===== src/rtl/corrode_frame_ctrl_if.sv =====
// Control/result bundle between the erosion stream, the frame controller and the overlay stage.
// Only pre_clk and rst stay outside the bundle.
interface corrode_frame_ctrl_if #(
    parameter int CW  = 10,
    parameter int PCW = 19
);
    logic           i_start;
    logic           i_cont;
    logic           i_vsync;
    logic           i_valid;
    logic           i_wb;
    logic           i_box_ready;
    logic           o_busy;
    logic [CW-1:0]  o_cnt_x;
    logic [CW-1:0]  o_cnt_y;
    logic [CW-1:0]  o_x0;
    logic [CW-1:0]  o_x1;
    logic [CW-1:0]  o_y0;
    logic [CW-1:0]  o_y1;
    logic [PCW-1:0] o_pix;
    logic           o_found;
    logic           o_box_valid;
    logic           o_drop;
    logic           o_frame_err;

    modport master (
        output i_start, i_cont, i_vsync, i_valid, i_wb, i_box_ready,
        input  o_busy, o_cnt_x, o_cnt_y, o_x0, o_x1, o_y0, o_y1,
               o_pix, o_found, o_box_valid, o_drop, o_frame_err
    );

    modport slave (
        input  i_start, i_cont, i_vsync, i_valid, i_wb, i_box_ready,
        output o_busy, o_cnt_x, o_cnt_y, o_x0, o_x1, o_y0, o_y1,
               o_pix, o_found, o_box_valid, o_drop, o_frame_err
    );
endinterface


===== src/rtl/corrode_frame_ctrl.sv =====
// Frame controller for the eroded stream: coordinates, white bounding box and count, one result per frame.
// Result valid 2 cycles after the last pixel; held until i_box_ready, later results dropped while held.
module corrode_frame_ctrl #(
    parameter int H_ACT   = 640,
    parameter int V_ACT   = 480,
    parameter int CW      = 10,
    parameter int PCW     = 19,
    parameter int MIN_PIX = 16
) (
    input  logic               pre_clk,
    input  logic               rst,
    corrode_frame_ctrl_if.slave bus
);
    localparam logic [1:0] S_IDLE = 2'd0;
    localparam logic [1:0] S_ARM  = 2'd1;
    localparam logic [1:0] S_RUN  = 2'd2;
    localparam logic [1:0] S_DONE = 2'd3;

    localparam logic [CW-1:0]  X_LAST  = CW'(H_ACT - 1);
    localparam logic [CW-1:0]  Y_LAST  = CW'(V_ACT - 1);
    localparam logic [PCW-1:0] PIX_MAX = '1;
    localparam logic [PCW-1:0] PIX_MIN = PCW'(MIN_PIX);

    logic [1:0]     state;
    logic [CW-1:0]  cnt_x, cnt_y;
    logic [CW-1:0]  acc_x0, acc_x1, acc_y0, acc_y1;
    logic [PCW-1:0] acc_pix;
    logic           acc_any;
    logic [CW-1:0]  res_x0, res_x1, res_y0, res_y1;
    logic [PCW-1:0] res_pix;
    logic           res_found;
    logic           box_valid;
    logic           drop;
    logic           frame_err;

    logic           restart, take, white, first_white, last_pix;
    logic [CW-1:0]  pos_x, pos_y;
    logic [PCW-1:0] pix_base;

    // A vsync inside RUN restarts the frame; a pixel arriving with it is (0,0) of the new frame.
    always_comb begin
        restart     = (state == S_RUN) && bus.i_vsync;
        take        = (state == S_RUN) && bus.i_valid;
        white       = take && bus.i_wb;
        pos_x       = restart ? '0 : cnt_x;
        pos_y       = restart ? '0 : cnt_y;
        pix_base    = restart ? '0 : acc_pix;
        first_white = restart || !acc_any;
        last_pix    = take && (pos_x == X_LAST) && (pos_y == Y_LAST);
    end

    always_ff @(posedge pre_clk or posedge rst) begin
        if (rst) begin
            state     <= S_IDLE;
            cnt_x     <= '0;
            cnt_y     <= '0;
            acc_x0    <= '0;
            acc_x1    <= '0;
            acc_y0    <= '0;
            acc_y1    <= '0;
            acc_pix   <= '0;
            acc_any   <= 1'b0;
            res_x0    <= '0;
            res_x1    <= '0;
            res_y0    <= '0;
            res_y1    <= '0;
            res_pix   <= '0;
            res_found <= 1'b0;
            box_valid <= 1'b0;
            drop      <= 1'b0;
            frame_err <= 1'b0;
        end else begin
            drop      <= 1'b0;
            frame_err <= 1'b0;

            case (state)
                S_IDLE: begin
                    if (bus.i_start) state <= S_ARM;
                end
                S_ARM: begin
                    if (bus.i_vsync) begin
                        state   <= S_RUN;
                        cnt_x   <= '0;
                        cnt_y   <= '0;
                        acc_x0  <= '0;
                        acc_x1  <= '0;
                        acc_y0  <= '0;
                        acc_y1  <= '0;
                        acc_pix <= '0;
                        acc_any <= 1'b0;
                    end
                end
                S_RUN: begin
                    if (restart) begin
                        frame_err <= 1'b1;
                        cnt_x     <= '0;
                        cnt_y     <= '0;
                        acc_x0    <= '0;
                        acc_x1    <= '0;
                        acc_y0    <= '0;
                        acc_y1    <= '0;
                        acc_pix   <= '0;
                        acc_any   <= 1'b0;
                    end
                    if (take) begin
                        if (last_pix) begin
                            cnt_x <= '0;
                            cnt_y <= '0;
                            state <= S_DONE;
                        end else if (pos_x == X_LAST) begin
                            cnt_x <= '0;
                            cnt_y <= pos_y + CW'(1);
                        end else begin
                            cnt_x <= pos_x + CW'(1);
                            cnt_y <= pos_y;
                        end
                    end
                    // Raster order: the first white pixel fixes y0, every later one is the new y1.
                    if (white) begin
                        acc_any <= 1'b1;
                        acc_x0  <= (first_white || pos_x < acc_x0) ? pos_x : acc_x0;
                        acc_x1  <= (first_white || pos_x > acc_x1) ? pos_x : acc_x1;
                        acc_y0  <= first_white ? pos_y : acc_y0;
                        acc_y1  <= pos_y;
                        acc_pix <= (pix_base == PIX_MAX) ? pix_base : pix_base + PCW'(1);
                    end
                end
                default: begin
                    state <= bus.i_cont ? S_ARM : S_IDLE;
                end
            endcase

            // Acceptance in the publishing cycle frees the slot, so the new result replaces the old.
            if (state == S_DONE && (!box_valid || bus.i_box_ready)) begin
                res_x0    <= acc_x0;
                res_x1    <= acc_x1;
                res_y0    <= acc_y0;
                res_y1    <= acc_y1;
                res_pix   <= acc_pix;
                res_found <= (acc_pix >= PIX_MIN);
                box_valid <= 1'b1;
            end else if (state == S_DONE) begin
                drop <= 1'b1;
            end else if (box_valid && bus.i_box_ready) begin
                box_valid <= 1'b0;
            end
        end
    end

    assign bus.o_busy      = (state != S_IDLE);
    assign bus.o_cnt_x     = cnt_x;
    assign bus.o_cnt_y     = cnt_y;
    assign bus.o_x0        = res_x0;
    assign bus.o_x1        = res_x1;
    assign bus.o_y0        = res_y0;
    assign bus.o_y1        = res_y1;
    assign bus.o_pix       = res_pix;
    assign bus.o_found     = res_found;
    assign bus.o_box_valid = box_valid;
    assign bus.o_drop      = drop;
    assign bus.o_frame_err = frame_err;
endmodule


===== src/flat_wrapper.sv =====
// flat-port wrapper written by rule: the top's interface ports become plain ports
module corrode_frame_ctrl_flat 
#(
    parameter int H_ACT   = 640,
    parameter int V_ACT   = 480,
    parameter int CW      = 10,
    parameter int PCW     = 19,
    parameter int MIN_PIX = 16
)
  (pre_clk, rst, bus_i_start, bus_i_cont, bus_i_vsync, bus_i_valid, bus_i_wb, bus_i_box_ready, bus_o_busy, bus_o_cnt_x, bus_o_cnt_y, bus_o_x0, bus_o_x1, bus_o_y0, bus_o_y1, bus_o_pix, bus_o_found, bus_o_box_valid, bus_o_drop, bus_o_frame_err);
  corrode_frame_ctrl_if #(.CW(CW), .PCW(PCW)) bus_i ();
  input  logic pre_clk;
  input  logic rst;
  input wire logic [$bits(bus_i.i_start)-1:0] bus_i_start;
  input wire logic [$bits(bus_i.i_cont)-1:0] bus_i_cont;
  input wire logic [$bits(bus_i.i_vsync)-1:0] bus_i_vsync;
  input wire logic [$bits(bus_i.i_valid)-1:0] bus_i_valid;
  input wire logic [$bits(bus_i.i_wb)-1:0] bus_i_wb;
  input wire logic [$bits(bus_i.i_box_ready)-1:0] bus_i_box_ready;
  output wire logic [$bits(bus_i.o_busy)-1:0] bus_o_busy;
  output wire logic [$bits(bus_i.o_cnt_x)-1:0] bus_o_cnt_x;
  output wire logic [$bits(bus_i.o_cnt_y)-1:0] bus_o_cnt_y;
  output wire logic [$bits(bus_i.o_x0)-1:0] bus_o_x0;
  output wire logic [$bits(bus_i.o_x1)-1:0] bus_o_x1;
  output wire logic [$bits(bus_i.o_y0)-1:0] bus_o_y0;
  output wire logic [$bits(bus_i.o_y1)-1:0] bus_o_y1;
  output wire logic [$bits(bus_i.o_pix)-1:0] bus_o_pix;
  output wire logic [$bits(bus_i.o_found)-1:0] bus_o_found;
  output wire logic [$bits(bus_i.o_box_valid)-1:0] bus_o_box_valid;
  output wire logic [$bits(bus_i.o_drop)-1:0] bus_o_drop;
  output wire logic [$bits(bus_i.o_frame_err)-1:0] bus_o_frame_err;
  assign bus_i.i_start = bus_i_start;
  assign bus_i.i_cont = bus_i_cont;
  assign bus_i.i_vsync = bus_i_vsync;
  assign bus_i.i_valid = bus_i_valid;
  assign bus_i.i_wb = bus_i_wb;
  assign bus_i.i_box_ready = bus_i_box_ready;
  assign bus_o_busy = bus_i.o_busy;
  assign bus_o_cnt_x = bus_i.o_cnt_x;
  assign bus_o_cnt_y = bus_i.o_cnt_y;
  assign bus_o_x0 = bus_i.o_x0;
  assign bus_o_x1 = bus_i.o_x1;
  assign bus_o_y0 = bus_i.o_y0;
  assign bus_o_y1 = bus_i.o_y1;
  assign bus_o_pix = bus_i.o_pix;
  assign bus_o_found = bus_i.o_found;
  assign bus_o_box_valid = bus_i.o_box_valid;
  assign bus_o_drop = bus_i.o_drop;
  assign bus_o_frame_err = bus_i.o_frame_err;
  corrode_frame_ctrl #(.H_ACT(H_ACT), .V_ACT(V_ACT), .CW(CW), .PCW(PCW), .MIN_PIX(MIN_PIX)) u_core (.pre_clk(pre_clk), .rst(rst), .bus(bus_i));
endmodule

===== config.mk =====
export PLATFORM = sky130hd
export DESIGN_NAME = corrode_frame_ctrl_flat
export DESIGN_NICKNAME = d
export VERILOG_FILES = /design/src/rtl/corrode_frame_ctrl_if.sv /design/src/rtl/corrode_frame_ctrl.sv /design/src/flat_wrapper.sv
export SDC_FILE = /design/constraint.sdc
export NUM_CORES = 1
export LEC_CHECK = 0
export ABC_AREA = 1
export CAP_MARGIN = 20
export CORE_MARGIN = 8
export CORE_UTILIZATION = 34
export DETAILED_ROUTE_END_ITERATION = 6
export PLACE_DENSITY = 0.63
export SETUP_SLACK_MARGIN = 0.4
export SLEW_MARGIN = 15
export SYNTH_ARGS = -nofsm -noshare
export SYNTH_HDL_FRONTEND = slang
export SYNTH_SLANG_ARGS = --single-unit

===== constraint.sdc =====
create_clock -name pre_clk -period 6.5 [get_ports pre_clk]
set_input_delay 1.3 -clock pre_clk [delete_from_list [all_inputs] [get_ports pre_clk]]
set_output_delay 1.3 -clock pre_clk [all_outputs]
set_load 0.02 [all_outputs]

# Yosys cells after proc, flatten, opt, wreduce, memory -nomap -nowiden
# Cells that the tools add are included.
# W data, S select, Z words.
# word_totals
reg_bits	145
input_bits	8
wordCells	108
# op_classes
n_addsub	3
order_cmp	3
n_eq_ne	15
muxes	45
n_reduce_logical	24
# ops
op	n
$mux W10	17
$pmux W10 S2	6
$mux W19	4
$pmux W19 S2	1
$add A10 B1 Y10 const B	2
$add A19 B1 Y19 const B	1
$eq A19 B19 Y1 const B	1
$ge A19 B5 Y1 const B	1
$reduce_and A4 Y1	4
$mux W1	11
$eq A10 B10 Y1 const B	1
$eq A10 B9 Y1 const B	1
$gt A10 B10 Y1	1
$lt A10 B10 Y1	1
$ne A3 B3 Y1 const B	3
$mux W2	4
$logic_and A1 B1 Y1	7
$ne A2 B2 Y1 const B	3
$pmux W2 S3	1
$reduce_bool A2 Y1	3
$eq A2 B2 Y1 const B	2
$logic_or A1 B1 Y1	4
$ne A2 B1 Y1 const B	2
$reduce_and A2 Y1	2
other kinds (6)	7

# Logic depth before layout (Yosys ltp)
# depth
ltp_word	9
ltp_mapped	19
depth_no_buf	17

# Worst setup path before layout
# OpenSTA, ideal clock, no wires.
# synth_path
path_kind	in2reg
from	input port bus_i_vsync
to	register u_core.acc_x1[1]
t_arrival_ns	3.048
required_ns	6.383
path_slack_ns	3.335
path_stages	16
path_buffers	3
path_cell_list	nand2_4 -> inv_4 -> buf_2 -> buf_2 -> nor2_1 -> ha_1 -> nand2_1 -> nor2_1 -> nand4_1 -> nor2_1 -> nand2_1 -> nand3_1 -> nand2_1 -> buf_4 -> nand3_1 -> nand2_1
# synth_between
elab_chain_cells	6
elab_cells_between_ends	12
cone_classes	1 x order compare; 3 x eq/ne; 4 x mux; 4 x reduce/logical
# synth_rtl
element	line_no	text
start: declaration	flat_wrapper.sv:16	input wire logic [$bits(bus_i.i_vsync)-1:0] bus_i_vsync;
$logic_and A1 B1 Y1	corrode_frame_ctrl.sv:42	restart = (state == S_RUN) && bus.i_vsync;
$mux W10	corrode_frame_ctrl.sv:45	pos_x = restart ? '0 : cnt_x;
$gt A10 B10 Y1	corrode_frame_ctrl.sv:122	acc_x1 <= (first_white || pos_x > acc_x1) ? pos_x : acc_x1;
$logic_or A1 B1 Y1	corrode_frame_ctrl.sv:122	
$ne A3 B3 Y1 (no line)	--	
$reduce_and A4 Y1 (no line)	--	
end signal: assignment	corrode_frame_ctrl.sv:122	
end: declaration	corrode_frame_ctrl.sv:26	logic [CW-1:0] acc_x0, acc_x1, acc_y0, acc_y1;
# Parallel ways exist; a longest one is shown, timed or not. The select of a mux whose other input is x is not followed.
# A chain may end at the register's enable or synchronous reset.

# Worst setup path in the final report
# layout_path
from	input port bus_i_vsync
to	register u_core.acc_x0[1]
# layout_between
elab_chain_cells	6
elab_cells_between_ends	12
cone_classes	1 x order compare; 3 x eq/ne; 4 x mux; 4 x reduce/logical
# layout_rtl
element	line_no	text
$logic_and A1 B1 Y1	corrode_frame_ctrl.sv:42	
$mux W10	corrode_frame_ctrl.sv:45	
$lt A10 B10 Y1	corrode_frame_ctrl.sv:121	acc_x0 <= (first_white || pos_x < acc_x0) ? pos_x : acc_x0;
$logic_or A1 B1 Y1	corrode_frame_ctrl.sv:121	
$ne A3 B3 Y1 (no line)	--	
$reduce_and A4 Y1 (no line)	--	
end signal: assignment	corrode_frame_ctrl.sv:121	
end: declaration	corrode_frame_ctrl.sv:26	
# Parallel ways exist; a longest one is shown, timed or not. The select of a mux whose other input is x is not followed.

==> impl_metrics.yaml <==
timing:
  fmax_ghz: 0.245
  skew_ns: 0.0142
  grt_setup_unrepaired: "no"
  timing.slew.headroom: 0.331
  period_share: 0.629
  timing.final.max_slew_violations: 0
  layout_setup_ws_ns: 2.41
  finalHoldViolCount: 0
  final.setup.tns_ns: 0
  final_period_minus_worst_setup_slack_ns: 4.09
  tightestPinTransition_ns: 1.00
  setup-violations-final: 0
critical_path:
  timing.critical_path.required_ns: 6.85
  setup.worst_path.start_class: "primary input"
  critical_path.endpoint_type: "register"
  crit_path_max_fanout: 36
  cp_data_arrival_time_ns: 4.44
  critPathKind: "primary input to register"
logic_synthesis:
  synth-seq-cells: 145
  synth.cell_area_um2: 7630
  netlist-cell-type-count: 42
  synthesis.area_per_instance_um2: 8.01
  synth-edff-count: 0
  synth_top_cells_by_area: "sky130_fd_sc_hd__dfrtp_1 (48%), sky130_fd_sc_hd__nand2_1 (12%), sky130_fd_sc_hd__nand3_1 (6.2%)"
  syn_nets: 983
  synth_cells: 953
  postSynth.asyncResetShare: 1.00
  most_frequently_used_cell_type_in_the_post_synthesis_netlist: "sky130_fd_sc_hd__nand2_1"
  synth-warning-count: 0
  synth_top_area_share: 0.475
  synthFlopType: "sky130_fd_sc_hd__dfrtp_1"
  yosys-top-cells-count: "sky130_fd_sc_hd__nand2_1 (247), sky130_fd_sc_hd__dfrtp_1 (145), sky130_fd_sc_hd__inv_1 (118), sky130_fd_sc_hd__nand3_1 (95), sky130_fd_sc_hd__o21ai_0 (80)"
  synthDominantAreaCellType: "sky130_fd_sc_hd__dfrtp_1"
  synth_seq_area_share: 0.475
floorplanning:
  die-area_um2: 27500
  cell_rows: 55
  placeableCoreArea_um2: 22400
  design.portCount: 92
  chipWidth_um: 166
  die_height_um: 166
  initial_core_util: 0.341
cells_and_area:
  antennaDiodeCount: 0
  nets: 1060
  area_delta_synth_final_pct: 22.5
  final_layout_size_suffix_gt1_frac: 0.0872
  layout.cell_area.non_filler_um2: 9350
  fillers: 2225
place:
  post-place-ws_ns: 1.99
  dp_hpwl_mm: 15.0
  routabilityCongestion: 0.895
  dpl_cell_area_um2: 8750
  placement.io_buffers: 91
clock_tree:
  cts.hold.buffers_added: 0
  cts_tree: "done"
  cts_max_path_buffers: 2
  postCtsResizedCells: 0
  numClockSinks: 145
  clk_root_buffer_cell: "sky130_fd_sc_hd__clkbuf_16"
  clk_latency_ns: 0.42
  cts_made_buffers: 17
  clock_transition_time_at_the_flip_flop_clock_pins_of_the_worst_setup_and_hold_paths_ns: 0.06
  post_cts.repair.setup_buffers: 0
  htree_levels: 4
routing:
  detail_route.iter0.violations: 453
  route.detailed.drc: 0
  num_vias: 6502
  routed_via_density: 4.90
  wirelength_mm: 20.9
  antenna_left: 0
  wl_per_cell_um: 15.7
  firstDrtPassIters: 5
run_status:
  result_of_the_run: "completed"
grt:
  groute.usage.overall: 0.154
  grt_pass1_wl_mm: 34.3
  grt_pass1_vias: 6390
  grt_max_degree: 98
  overflow: 0
  grt_antenna_before_repair: 0
power:
  p_leak_uw: 0.00423
  cellPowerDensity_nw_per_um2: 321
  peak_vdd_ir_v: 0.000167
run:
  cap_violations: 0
worst_hold_path:
  timing.hold.worst.class: "register to register"
critical path, cell delays in order:
cell and delay [ns]:
sky130_fd_sc_hd__clkdlybuf4s50_1 0.46, sky130_fd_sc_hd__nand2_4 0.44, sky130_fd_sc_hd__inv_4 0.26, sky130_fd_sc_hd__nor2_1 0.34
sky130_fd_sc_hd__ha_1 0.32, sky130_fd_sc_hd__a21oi_1 0.14, sky130_fd_sc_hd__nor2_1 0.05, sky130_fd_sc_hd__a211oi_1 0.16
sky130_fd_sc_hd__nand4_1 0.43, sky130_fd_sc_hd__nand2_2 0.36, sky130_fd_sc_hd__nand2_1 0.08, sky130_fd_sc_hd__nand2_1 0.08
placed cells by master, fill, tap and decap left out, drive strengths merged:
cell	synthesis	final
o21bai	3	3
nand2	263	263
xor2	12	12
buf	22	4
o211ai	5	5
clkinv	1	5
nand4	14	14
ha	22	22
nand3b	2	2
a22o	1	1
a211oi	2	2
o21ai	95	95
or2	1	1
bufinv	0	2
nor2	83	83
clkdlybuf4s50	0	91
xnor2	4	4
a31oi	2	2
inv	124	128
a21oi	5	5
o22ai	17	17
nand3	99	99
clkbuf	15	19
nor3	11	11
o32ai	4	4
clkinvlp	0	3
dfrtp	145	145
and2	1	1
cell families after synthesis:
kind of cell | after synthesis | share of synthesized area
flip-flops | 145 | 0.475
XOR/XNOR | 16 | 0.0184
AO/OA/AOI/OAI | 134 | 0.0967
adder cells (fa/ha/maj) | 22 | 0.0361
buffers and inverters | 162 | 0.0879
AND/OR/NAND/NOR | 474 | 0.286
worst paths after layout:
kind | end | slack (ns) | startpoint | cells past startpoint
worst min register to register | u_core.acc_any | 0.48 | u_core.acc_any | 2
worst min-delay path | u_core.acc_any | 0.48 | u_core.acc_any | 2
min in group asynchronous | u_core.bus.o_y1[0] | 1.45 | rst | 2
worst max-delay path | u_core.acc_x0[1] | 2.41 | bus_i_vsync | 12
max in group asynchronous | u_core.bus.o_y1[4] | 3.85 | rst | 3
worst max register to register | u_core.acc_x0[1] | 2.98 | u_core.state[0] | 13
state kept, by name, indices dropped and copies added, names as in the netlist:
| name | flops |
|---|---|
| u_core.bus.o_found | 1 |
| u_core.acc_pix | 19 |
| u_core.state | 2 |
| u_core.bus.o_frame_err | 1 |
| u_core.acc_x0 | 10 |
| u_core.acc_y0 | 10 |
| u_core.acc_y1 | 10 |
| u_core.acc_any | 1 |
| u_core.acc_x1 | 10 |
| u_core.bus.o_cnt_y | 10 |
| u_core.bus.o_box_valid | 1 |
| u_core.bus.o_y0 | 10 |
| u_core.bus.o_drop | 1 |
| u_core.bus.o_cnt_x | 10 |
| u_core.bus.o_x1 | 10 |
| u_core.bus.o_pix | 19 |
| u_core.bus.o_y1 | 10 |
| u_core.bus.o_x0 | 10 |
metal layers:
| layer | global-route usage | up-vias | part of all wire |
|---|---|---|---|
| met4 | 0.0387 | 0 | 0.015 |
| met1 | 0.206 | 3066 | 0.48 |
| li1 | - | 3233 | - |
| met3 | 0.0502 | 23 | 0.066 |
| met2 | 0.236 | 180 | 0.44 |
| met5 | 0 | - | 0 |
where the power goes:
part / switching [µW] / leakage, µW / internal, µW
Clock: 403 / 0.000288 / 593
Sequential: 57.2 / 0.00201 / 977
Combinational: 713 / 0.00193 / 255
cell type report:
cell class / count / area [µm²] / share of cell area
inverters: 125 / 477 / 0.0510
clock buffers: 19 / 453 / 0.0484
repair buffers: 95 / 941 / 0.101
multi-input cells: 646 / 3340 / 0.358
flip-flops and latches: 145 / 3630 / 0.388
clock inverters: 13 / 151 / 0.0162
well taps: 285 / 357 / 0.0381
stage by stage:
stage | cells | utilization | total power [µW] | hold WS, ns
floorplan | 953 | - | 1710 | 0.443
global placement | 1296 | 0.391 | 2010 | 0.456
detailed placement | 1296 | 0.391 | 2020 | 0.460
CTS | 1328 | 0.418 | 3030 | 0.475
global route | 1328 | 0.418 | 3170 | 0.494
finish | 1328 | 0.418 | 3000 | 0.477
(Power assumes the default switching activity.)
